===== src/rtl/ave8_thresh_mon_pkg.sv =====
// Shared constants and FSM encoding for the averaged-sample threshold monitor.
package ave8_thresh_mon_pkg;
  localparam int SAMPLE_W     = 8;
  localparam int DEF_WARMUP   = 8;
  localparam int DEF_DEBOUNCE = 3;
  localparam int DEF_WINDOW   = 16;

  typedef enum logic [1:0] {
    ST_WARMUP = 2'd0,
    ST_BELOW  = 2'd1,
    ST_ABOVE  = 2'd2
  } state_t;
endpackage


===== src/rtl/ave8_thresh_stats.sv =====
// Per-window min/max/rise-event accumulators and the report register with its
// valid/ready handoff to the control side.
module ave8_thresh_stats
  import ave8_thresh_mon_pkg::*;
#(
  parameter int WINDOW = DEF_WINDOW
) (
  input  logic                clk,
  input  logic                rst,
  input  logic                sample_stb,
  input  logic                rise_stb,
  input  logic [SAMPLE_W-1:0] sample,
  input  logic                rpt_ready,
  output logic                rpt_valid,
  output logic [SAMPLE_W-1:0] rpt_min,
  output logic [SAMPLE_W-1:0] rpt_max,
  output logic [7:0]          rpt_events,
  output logic                rpt_ovf
);
  localparam int WC_W = $clog2(WINDOW);
  localparam logic [WC_W-1:0] WC_LAST = WC_W'(WINDOW - 1);

  logic [SAMPLE_W-1:0] acc_min_q, acc_min_d, acc_max_q, acc_max_d;
  logic [7:0]          acc_ev_q, acc_ev_d;
  logic [WC_W-1:0]     wcnt_q, wcnt_d;
  logic                rpt_valid_q, rpt_valid_d, rpt_ovf_q, rpt_ovf_d;
  logic [SAMPLE_W-1:0] rpt_min_q, rpt_min_d, rpt_max_q, rpt_max_d;
  logic [7:0]          rpt_ev_q, rpt_ev_d;
  logic [SAMPLE_W-1:0] min_nx, max_nx;
  logic [7:0]          ev_nx;

  // Handshake: a report moves on any edge where rpt_valid && rpt_ready; a
  // completing window always wins and reloads the report, flagging overwrite
  // only if the old report was still pending and not being taken that cycle.
  always_comb begin
    acc_min_d   = acc_min_q;
    acc_max_d   = acc_max_q;
    acc_ev_d    = acc_ev_q;
    wcnt_d      = wcnt_q;
    rpt_valid_d = rpt_valid_q;
    rpt_ovf_d   = rpt_ovf_q;
    rpt_min_d   = rpt_min_q;
    rpt_max_d   = rpt_max_q;
    rpt_ev_d    = rpt_ev_q;
    min_nx      = (sample < acc_min_q) ? sample : acc_min_q;
    max_nx      = (sample > acc_max_q) ? sample : acc_max_q;
    ev_nx       = (rise_stb && acc_ev_q != 8'hFF) ? acc_ev_q + 8'd1 : acc_ev_q;

    if (rpt_valid_q && rpt_ready) rpt_valid_d = 1'b0;

    if (sample_stb) begin
      if (wcnt_q == WC_LAST) begin
        rpt_min_d   = min_nx;
        rpt_max_d   = max_nx;
        rpt_ev_d    = ev_nx;
        rpt_ovf_d   = rpt_valid_q && !rpt_ready;
        rpt_valid_d = 1'b1;
        acc_min_d   = '1;
        acc_max_d   = '0;
        acc_ev_d    = '0;
        wcnt_d      = '0;
      end else begin
        acc_min_d = min_nx;
        acc_max_d = max_nx;
        acc_ev_d  = ev_nx;
        wcnt_d    = wcnt_q + 1'b1;
      end
    end
  end

  always_ff @(posedge clk or posedge rst) begin
    if (rst) begin
      acc_min_q   <= '1;
      acc_max_q   <= '0;
      acc_ev_q    <= '0;
      wcnt_q      <= '0;
      rpt_valid_q <= 1'b0;
      rpt_ovf_q   <= 1'b0;
      rpt_min_q   <= '0;
      rpt_max_q   <= '0;
      rpt_ev_q    <= '0;
    end else begin
      acc_min_q   <= acc_min_d;
      acc_max_q   <= acc_max_d;
      acc_ev_q    <= acc_ev_d;
      wcnt_q      <= wcnt_d;
      rpt_valid_q <= rpt_valid_d;
      rpt_ovf_q   <= rpt_ovf_d;
      rpt_min_q   <= rpt_min_d;
      rpt_max_q   <= rpt_max_d;
      rpt_ev_q    <= rpt_ev_d;
    end
  end

  assign rpt_valid  = rpt_valid_q;
  assign rpt_ovf    = rpt_ovf_q;
  assign rpt_min    = rpt_min_q;
  assign rpt_max    = rpt_max_q;
  assign rpt_events = rpt_ev_q;
endmodule


===== src/rtl/ave8_thresh_mon.sv =====
// Debounced hysteresis comparator on the averaged sample stream, with
// warm-up blanking and windowed statistics reporting.
module ave8_thresh_mon
  import ave8_thresh_mon_pkg::*;
#(
  parameter int WARMUP   = DEF_WARMUP,
  parameter int DEBOUNCE = DEF_DEBOUNCE,
  parameter int WINDOW   = DEF_WINDOW
) (
  input  logic                CLOCK,
  input  logic                RESET,
  input  logic [SAMPLE_W-1:0] ave_in,
  input  logic [SAMPLE_W-1:0] thr_hi,
  input  logic [SAMPLE_W-1:0] thr_lo,
  output logic                level,
  output logic                rise,
  output logic                fall,
  output logic                cfg_err,
  output logic                rpt_valid,
  input  logic                rpt_ready,
  output logic [SAMPLE_W-1:0] rpt_min,
  output logic [SAMPLE_W-1:0] rpt_max,
  output logic [7:0]          rpt_events,
  output logic                rpt_ovf
);
  localparam int WU_W = $clog2(WARMUP + 1);
  localparam logic [WU_W-1:0] WU_LAST  = WU_W'(WARMUP - 1);
  localparam logic [3:0]      DBC_LAST = 4'(DEBOUNCE - 1);

  state_t          state_q, state_d;
  logic [WU_W-1:0] wu_cnt_q, wu_cnt_d;
  logic [3:0]      dbc_q, dbc_d;
  logic            level_q, level_d, rise_q, rise_d, fall_q, fall_d;
  logic            cfg_err_q, cfg_err_d;
  logic            sample_stb;

  always_comb begin
    state_d    = state_q;
    wu_cnt_d   = wu_cnt_q;
    dbc_d      = dbc_q;
    rise_d     = 1'b0;
    fall_d     = 1'b0;
    cfg_err_d  = thr_lo > thr_hi;
    sample_stb = 1'b0;
    case (state_q)
      ST_WARMUP: begin
        if (wu_cnt_q == WU_LAST) begin
          state_d  = ST_BELOW;
          wu_cnt_d = '0;
        end else begin
          wu_cnt_d = wu_cnt_q + 1'b1;
        end
      end
      ST_BELOW: begin
        sample_stb = 1'b1;
        if (cfg_err_q || ave_in < thr_hi) begin
          dbc_d = '0;
        end else if (dbc_q == DBC_LAST) begin
          state_d = ST_ABOVE;
          dbc_d   = '0;
          rise_d  = 1'b1;
        end else begin
          dbc_d = dbc_q + 4'd1;
        end
      end
      ST_ABOVE: begin
        sample_stb = 1'b1;
        if (cfg_err_q || ave_in > thr_lo) begin
          dbc_d = '0;
        end else if (dbc_q == DBC_LAST) begin
          state_d = ST_BELOW;
          dbc_d   = '0;
          fall_d  = 1'b1;
        end else begin
          dbc_d = dbc_q + 4'd1;
        end
      end
      default: state_d = ST_WARMUP;
    endcase
    // level follows the state being entered so it lines up with rise/fall.
    level_d = (state_d == ST_ABOVE);
  end

  always_ff @(posedge CLOCK or posedge RESET) begin
    if (RESET) begin
      state_q   <= ST_WARMUP;
      wu_cnt_q  <= '0;
      dbc_q     <= '0;
      level_q   <= 1'b0;
      rise_q    <= 1'b0;
      fall_q    <= 1'b0;
      cfg_err_q <= 1'b0;
    end else begin
      state_q   <= state_d;
      wu_cnt_q  <= wu_cnt_d;
      dbc_q     <= dbc_d;
      level_q   <= level_d;
      rise_q    <= rise_d;
      fall_q    <= fall_d;
      cfg_err_q <= cfg_err_d;
    end
  end

  assign level   = level_q;
  assign rise    = rise_q;
  assign fall    = fall_q;
  assign cfg_err = cfg_err_q;

  ave8_thresh_stats #(.WINDOW(WINDOW)) u_stats (
    .clk        (CLOCK),
    .rst        (RESET),
    .sample_stb (sample_stb),
    .rise_stb   (rise_d),
    .sample     (ave_in),
    .rpt_ready  (rpt_ready),
    .rpt_valid  (rpt_valid),
    .rpt_min    (rpt_min),
    .rpt_max    (rpt_max),
    .rpt_events (rpt_events),
    .rpt_ovf    (rpt_ovf)
  );
endmodule


===== config.mk =====
export PLATFORM = sky130hd
export DESIGN_NAME = ave8_thresh_mon
export DESIGN_NICKNAME = d
export VERILOG_FILES = /design/src/rtl/ave8_thresh_mon_pkg.sv /design/src/rtl/ave8_thresh_stats.sv /design/src/rtl/ave8_thresh_mon.sv
export SDC_FILE = /design/constraint.sdc
export NUM_CORES = 1
export LEC_CHECK = 0
export BUFFER_PORTS_ARGS = -buffer_cell sky130_fd_sc_hd__buf_2
export CORE_AREA = 3 3 134 136
export DETAILED_ROUTE_END_ITERATION = 8
export DIE_AREA = 0 0 137 139
export HOLD_SLACK_MARGIN = 0.06
export MAX_ROUTING_LAYER = met4
export PLACE_DENSITY = 0.41
export SYNTH_ARGS = -nofsm -noshare
export SYNTH_HDL_FRONTEND = slang
export SYNTH_SLANG_ARGS = --single-unit

===== constraint.sdc =====
create_clock -name CLOCK -period 2.3 [get_ports CLOCK]
set_clock_uncertainty 0.1 [all_clocks]
set_input_delay 0.23 -clock CLOCK [delete_from_list [all_inputs] [get_ports CLOCK]]
set_output_delay 0.23 -clock CLOCK [all_outputs]
set_load 0.005 [all_outputs]

# Yosys cells after proc, flatten, opt, wreduce, memory -nomap -nowiden
# Cells that the tools add are included.
[word_totals]
reg_bits = 68
[op_classes]
addsub = 4
n_mux = 27
magnitude_cmp = 5
n_reduce_logical = 10
eq_ne = 7
[op_table]
columns = ["cell", "n"]
rows = [
  ["$mux 8", 6],
  ["$gt 8x8->1", 3],
  ["$mux 4", 5],
  ["$lt 8x8->1", 2],
  ["$add 4x1->4 const B", 3],
  ["$mux 2", 5],
  ["$mux 1", 9],
  ["$add 8x1->8 const B", 1],
  ["$ne 8x8->1 const B", 1],
  ["$pmux 4 s2", 1],
  ["$pmux 2 s3", 1],
  ["$eq 2x2->1 const B", 2],
  ["$eq 4x2->1 const B", 1],
  ["$eq 4x3->1 const B", 1],
  ["$eq 4x4->1 const B", 1],
  ["$logic_and 1x1->1", 3],
  ["$eq 2x1->1 const B", 1],
  ["$logic_not 2->1", 1],
  ["$logic_or 1x1->1", 2],
  ["$reduce_and 2->1", 1],
  ["$reduce_bool 2->1", 1],
  ["$reduce_or 2->1", 1],
  ["$logic_not 1->1", 1],
]

# Depth between registers and ports, before layout
[logic_depth]
ltp_word = 7
depth_mapped = 10
depth_no_buf = 8

# Cells and area by module
# Synthesis repeated with hierarchy kept, for this count alone.
[unflattened]
cells_unflattened = 426
hier_area_um2 = 4211.5
[by_module_without_submodules]
columns = ["module", "cells_per_inst", "seq_area_each_um2", "area_per_inst_um2", "instances"]
rows = [
  ["ave8_thresh_stats", 283, 1361.3, 2875.3, 1],
  ["ave8_thresh_mon", 143, 350.3, 1336.3, 1],
]

# Worst setup path after synthesis
# OpenSTA, ideal clock, no wires.
[synth_timing]
kind = "reg2reg"
startpoint = "register u_stats.acc_min_q[2]"
endpoint = "register u_stats.acc_min_q[0]"
path_stages_with_launch = 9
setup_ps = 62
required_time_ps = 2138
slack_ps = 57
synth_period_minus_slack_ps = 2243
t_arrival_ps = 2081
path_cell_list = "dfstp_2 > inv_1 > ha_1 > a21oi_1 > o21ai_1 > a221oi_2 > o21bai_1 > a211oi_4 > o32a_1"
[synth_via]
elab_chain_cells = 3
[synth_lines]
columns = ["element", "line_no", "text"]
rows = [
  ["start: declaration", "ave8_thresh_stats.sv:23", "logic [SAMPLE_W-1:0] acc_min_q, acc_min_d, acc_max_q, acc_max_d;"],
  ["start signal: assignment", "ave8_thresh_stats.sv:83", "acc_min_q <= acc_min_d;"],
  ["$lt 8x8->1", "ave8_thresh_stats.sv:45", "min_nx = (sample < acc_min_q) ? sample : acc_min_q;"],
  ["$mux 8", "ave8_thresh_stats.sv:45", ""],
  ["$mux 8", "ave8_thresh_stats.sv:52", "if (wcnt_q == WC_LAST) begin"],
]
# No other way between the ends.
# A chain may end at the register's enable or synchronous reset.

# Final worst setup path
[layout_timing]
startpoint = "register u_stats.acc_min_q[2]"
endpoint = "register u_stats.rpt_min_q[0] (netlist: u_stats.rpt_min[0])"
[layout_via]
elab_chain_cells = 2
[layout_lines]
columns = ["element", "line_no", "text"]
rows = [
  ["$lt 8x8->1", "ave8_thresh_stats.sv:45", ""],
  ["$mux 8", "ave8_thresh_stats.sv:45", ""],
  ["end signal: assignment", "ave8_thresh_stats.sv:89", "rpt_min_q <= rpt_min_d;"],
  ["end: declaration", "ave8_thresh_stats.sv:27", "logic [SAMPLE_W-1:0] rpt_min_q, rpt_min_d, rpt_max_q, rpt_max_d;"],
]
# No other way between the ends.

==> results.txt <==
The flow ran to the end, and the final reports show no timing, DRC or antenna violations. The critical path runs through a total of 10 cells. The type of destination of the critical path is a flop. For this run, design rule violations remaining after detail routing come to 0. In this run, placement finished with an instance count of 718. After synthesis, the largest area contributor takes up 35.91% of total cell area.

For the worst flop-to-flop path, the logic depth is 10. The minimum hold slack came out at between 100 and 150 ps. After synthesis, the most frequently instantiated cells are 60 x dfrtp_1, 47 x ha_1, 45 x inv_1. The worst setup slack before clock tree synthesis came out at -106.1 ps. Leaving out filler cells and counting taps, the final layout contains 741. The critical path starts at u_stats.acc_min_q[2]. The placed wire-length estimate is roughly 8700 um. At the worst endpoint, the arrival time is 2350 ps. The core area came out at around 17000 sq um. The post-route netlist has 29.07% of its cells at a drive strength greater than 1.

The synthesized net count is 492. The footprint of the multi-input gates is 2351 sq um. The leakage dissipation came out at 2.612 nW. The total die area is 19040 sq um. The largest incremental delay on the critical path came out at 540 ps. The number of max-cap violations is 0.

Buffers placed on the I/O ports in this run total 56. The number of enable-type register cells in the synthesized netlist is 0. The post-synthesis share of cell area spent on xor and xnor gates is 1.676%.

The fraction of the yosys area taken by sequential cells is around two fifths. The achievable frequency came out at 0.4513 GHz. The count of buffering cells on the critical path with inverters included is 3. The highest-delay cell along the critical path is dfstp_2. The launch instance of the worst register-to-register path is u_stats.acc_min_q[2]. The number of fill cells is 1806. The final RePlAce weighted congestion is a little over 0.8. The number of setup violations in the final report came out at 0. The total iterations of the first detailed-routing run came out at 4.

The count of boundary I/O pins came out at 57. The total CTS buffers came out at 9. For this block, the via count after detailed routing is 3420. The total track usage is 12.85%.

The number of DRC violations after detailed-routing iteration 0 came out at 149. For this design the ratio of total power to cell area is 1021 nW/um^2. From left edge to right edge, the die measures 137 um.

For the pin with the worst max-slew slack, the measured transition is 375.0 ps. The path category of the worst min-delay check is in2reg. The number of flip-flops and latches in the synthesized netlist came out at 68.

The leftover overflow at the end of global routing is 0. The source-to-sink clock delay at the later pin of the worst-skew pair is approximately 350 ps. Walking the worst path, the cells encountered are inv_2 > ha_4 > a21oi_2 > o21ai_2 > a221oi_4 > buf_4 > o21ai_4 > buf_8 > mux2i_2 > o21ai_1.

Yosys attributes the largest share of cell area to dfrtp_1 36%, ha_1 14%, dfstp_2 5.0%, mux2i_1 4.8%, o21ai_0 4.1%. The number of diodes is 0. Setup slack closes at between 80 and 90 ps.

For this run, the leading register cell type out of synthesis is dfrtp_1. The clock drives 68 sinks. The time the worst path needs with I/O delays and setup is between 2000 and 2500 ps.

The register cell area after layout is 1712 sq um. In the final design database the tool counted 585 nets. The mean area per synthesized cell came out at 10.00 sq um. The register-to-register setup slack came out at between 80 and 90 ps. The number of warning messages in the yosys log came out at 0. In this run the clock root is driven by a clkbuf_16. The effective utilization at floorplan came out at 24.52%. The final hold violation count is 0. The count of distinct cell types in the synthesized netlist is 57. The clock slew at the register clock pins of the worst setup and hold paths is roughly 60 ps.

No sink is reached through more buffers than the 2 on the longest clock path. The maximum fanout along the worst path came out at 8. On the critical path the largest part of the delay comes from compound AO/OA/AOI/OAI gates.

Headroom to the max-slew limit came out at 75.00%. The worst vdd rail ir drop came out at 0.4298 mV. The adder and majority cell fraction of the synthesized area came out at 14.06%.

The cell with the most instances after synthesis is dfrtp_1. The number of core rows came out at 48. In the routed layout, each cell is associated on average with a via count of 4.615.

The per-cell routed wire length came out at 15.36 um. For hold timing, the worst endpoint is u_stats.acc_min_q[7]. TritonCTS built the clock tree. The proportion of register bits with asynchronous set or reset after synthesis is 100.0%. The sum of routed wire length over all layers is 11380 um. The worst setup path is launched from a flop. The via count of the first global-routing pass came out at between 3k and 4k. The required time at the worst-slack endpoint is around 2400 ps.

The remaining antenna violation count came out at 0. Relative to the synthesized area, the layout overhead comes to 30.49%. The die boundary height came out at 139 um. The initial antenna violation count was 0. The maximum level of the CTS H-tree came out at 3. The hold path startpoint is ave_in[7]. Of the available clock period, the critical path in the final layout requires between 90% and 100%. The worst setup path is of the reg2reg kind. In the synthesized netlist, mux cells make up under 10% of the area.

Counting every instance in the synthesized netlist gives ~420. The depth of the worst hold-timing path came out at 2. Of the total synthesized cell area, the portion taken by AND, OR, NAND and NOR gates is 12.96%. In this run the critical register-to-register path is captured at u_stats.rpt_min[0]. After synthesis, the largest family of logic cells by area is compound AO/OA/AOI/OAI gates.

The largest net degree at the start of global routing came out at 48. Setup repair after global routing could not meet its margin everywhere. The wire length of the first global-routing pass is 18510 um. The complex-gate fraction of the synthesized area came out at between 10% and 20%. The cell type with the largest total area after synthesis is dfrtp_1.

The final count of pins violating max slew is 0. The total standard cell area after synthesis is 4182 sq um.
## metal layers
| metal | up-vias | global-route usage, % | wire length [um] |
|---|---|---|---|
| met3 | 15 | 2.213 | 405 |
| met5 | - | - | 0 |
| li1 | 1692 | - | - |
| met4 | 0 | 5.410 | 283 |
| met2 | 63 | 19.34 | 5387 |
| met1 | 1650 | 16.99 | 5306 |
## power breakdown
group          switching [mW]  leakage, nW  internal (mW)
combinational           0.981         1.63           1.07
clock                   0.561        0.159           1.01
sequential              0.274        0.826           1.67
total                    1.82         2.61           3.75
## area by class of cell
cell class | instances | share of cell area [%]
Clock inverter | 4 | 1.330
Inverter | 45 | 3.096
Multi-Input combinational cell | 292 | 43.09
Tap cell | 225 | 5.159
Clock buffer | 12 | 4.701
Timing Repair Buffer | 95 | 11.26
Sequential cell | 68 | 31.37
## layout by cell type, fill, tap and decap left out, types with 3 or more instances in the layout
master / n
dfrtp_1: 60
buf_2: 56
inv_1: 43
ha_1: 43
nand2_1: 41
buf_4: 33
o21ai_0: 32
mux2i_1: 19
a21oi_1: 15
a22o_1: 10
nand3_1: 9
nor2_1: 9
nand4_1: 9
clkbuf_16: 9
o32a_1: 8
a31oi_1: 8
dfstp_2: 8
mux2_2: 6
xnor2_1: 5
nor2b_1: 4
a21o_1: 4
o21ai_1: 4
nor3_1: 4
ha_4: 4
o211ai_1: 3
o21bai_1: 3
nand2b_1: 3
xor2_1: 3
and3_1: 3
## worst max path at each step
stage               slack (ps)                   end
finish                      80    u_stats.rpt_min[0]
global route               -10    u_stats.rpt_min[0]
CTS                         10  u_stats.acc_min_q[0]
detailed placement        -110  u_stats.acc_min_q[6]
global placement           -20  u_stats.acc_min_q[6]
floorplan                   60  u_stats.acc_min_q[0]
## kinds of logic after synthesis
| family | count (synthesis) |
|---|---|
| and+or+nand+nor | 101 |
| adders and majority gates | 47 |
| AOI/OAI and AO/OA | 110 |
| xor gates and xnor gates | 8 |
| buffers and inverters | 58 |
| muxes | 26 |
| DFF | 68 |
## per-stage QoR
| stage | setup TNS (ps) | total power [mW] | util, % | area (sq um) |
|---|---|---|---|---|
| after floorplan | 0 | 3.131 | - | 4182 |
| after global placement | -91.50 | 3.791 | 29.03 | 4952 |
| after detailed placement | -727.6 | 3.841 | 29.03 | 4952 |
| after CTS | 0 | 5.474 | 31.21 | 5323 |
| after global routing | -10.57 | 6.007 | 31.99 | 5456 |
| final | 0 | 5.568 | 31.99 | 5456 |
## registers in the layout, summed over array words and instances (netlist names)
register            flops
u_stats.rpt_ovf         1
rise                    1
u_stats.rpt_min         8
u_stats.rpt_valid       1
u_stats.acc_ev_q        8
wu_cnt_q                4
u_stats.acc_max_q       8
u_stats.wcnt_q          4
u_stats.acc_min_q       8
dbc_q                   4
u_stats.rpt_events      8
state_q                 2
fall                    1
u_stats.rpt_max         8
level                   1
cfg_err                 1
## repair_timing
| action | in CTS | in global routing |
|---|---|---|
| hold endpoints to repair | 15 | 0 |
| setup buffers | 1 | 4 |
| endpoints found under the setup margin | 8 | 25 |
| gates resized for setup | 6 | 17 |
| pin swaps | 4 | 7 |
| hold buffers | 2 | 0 |
(Power assumes the default switching activity.)
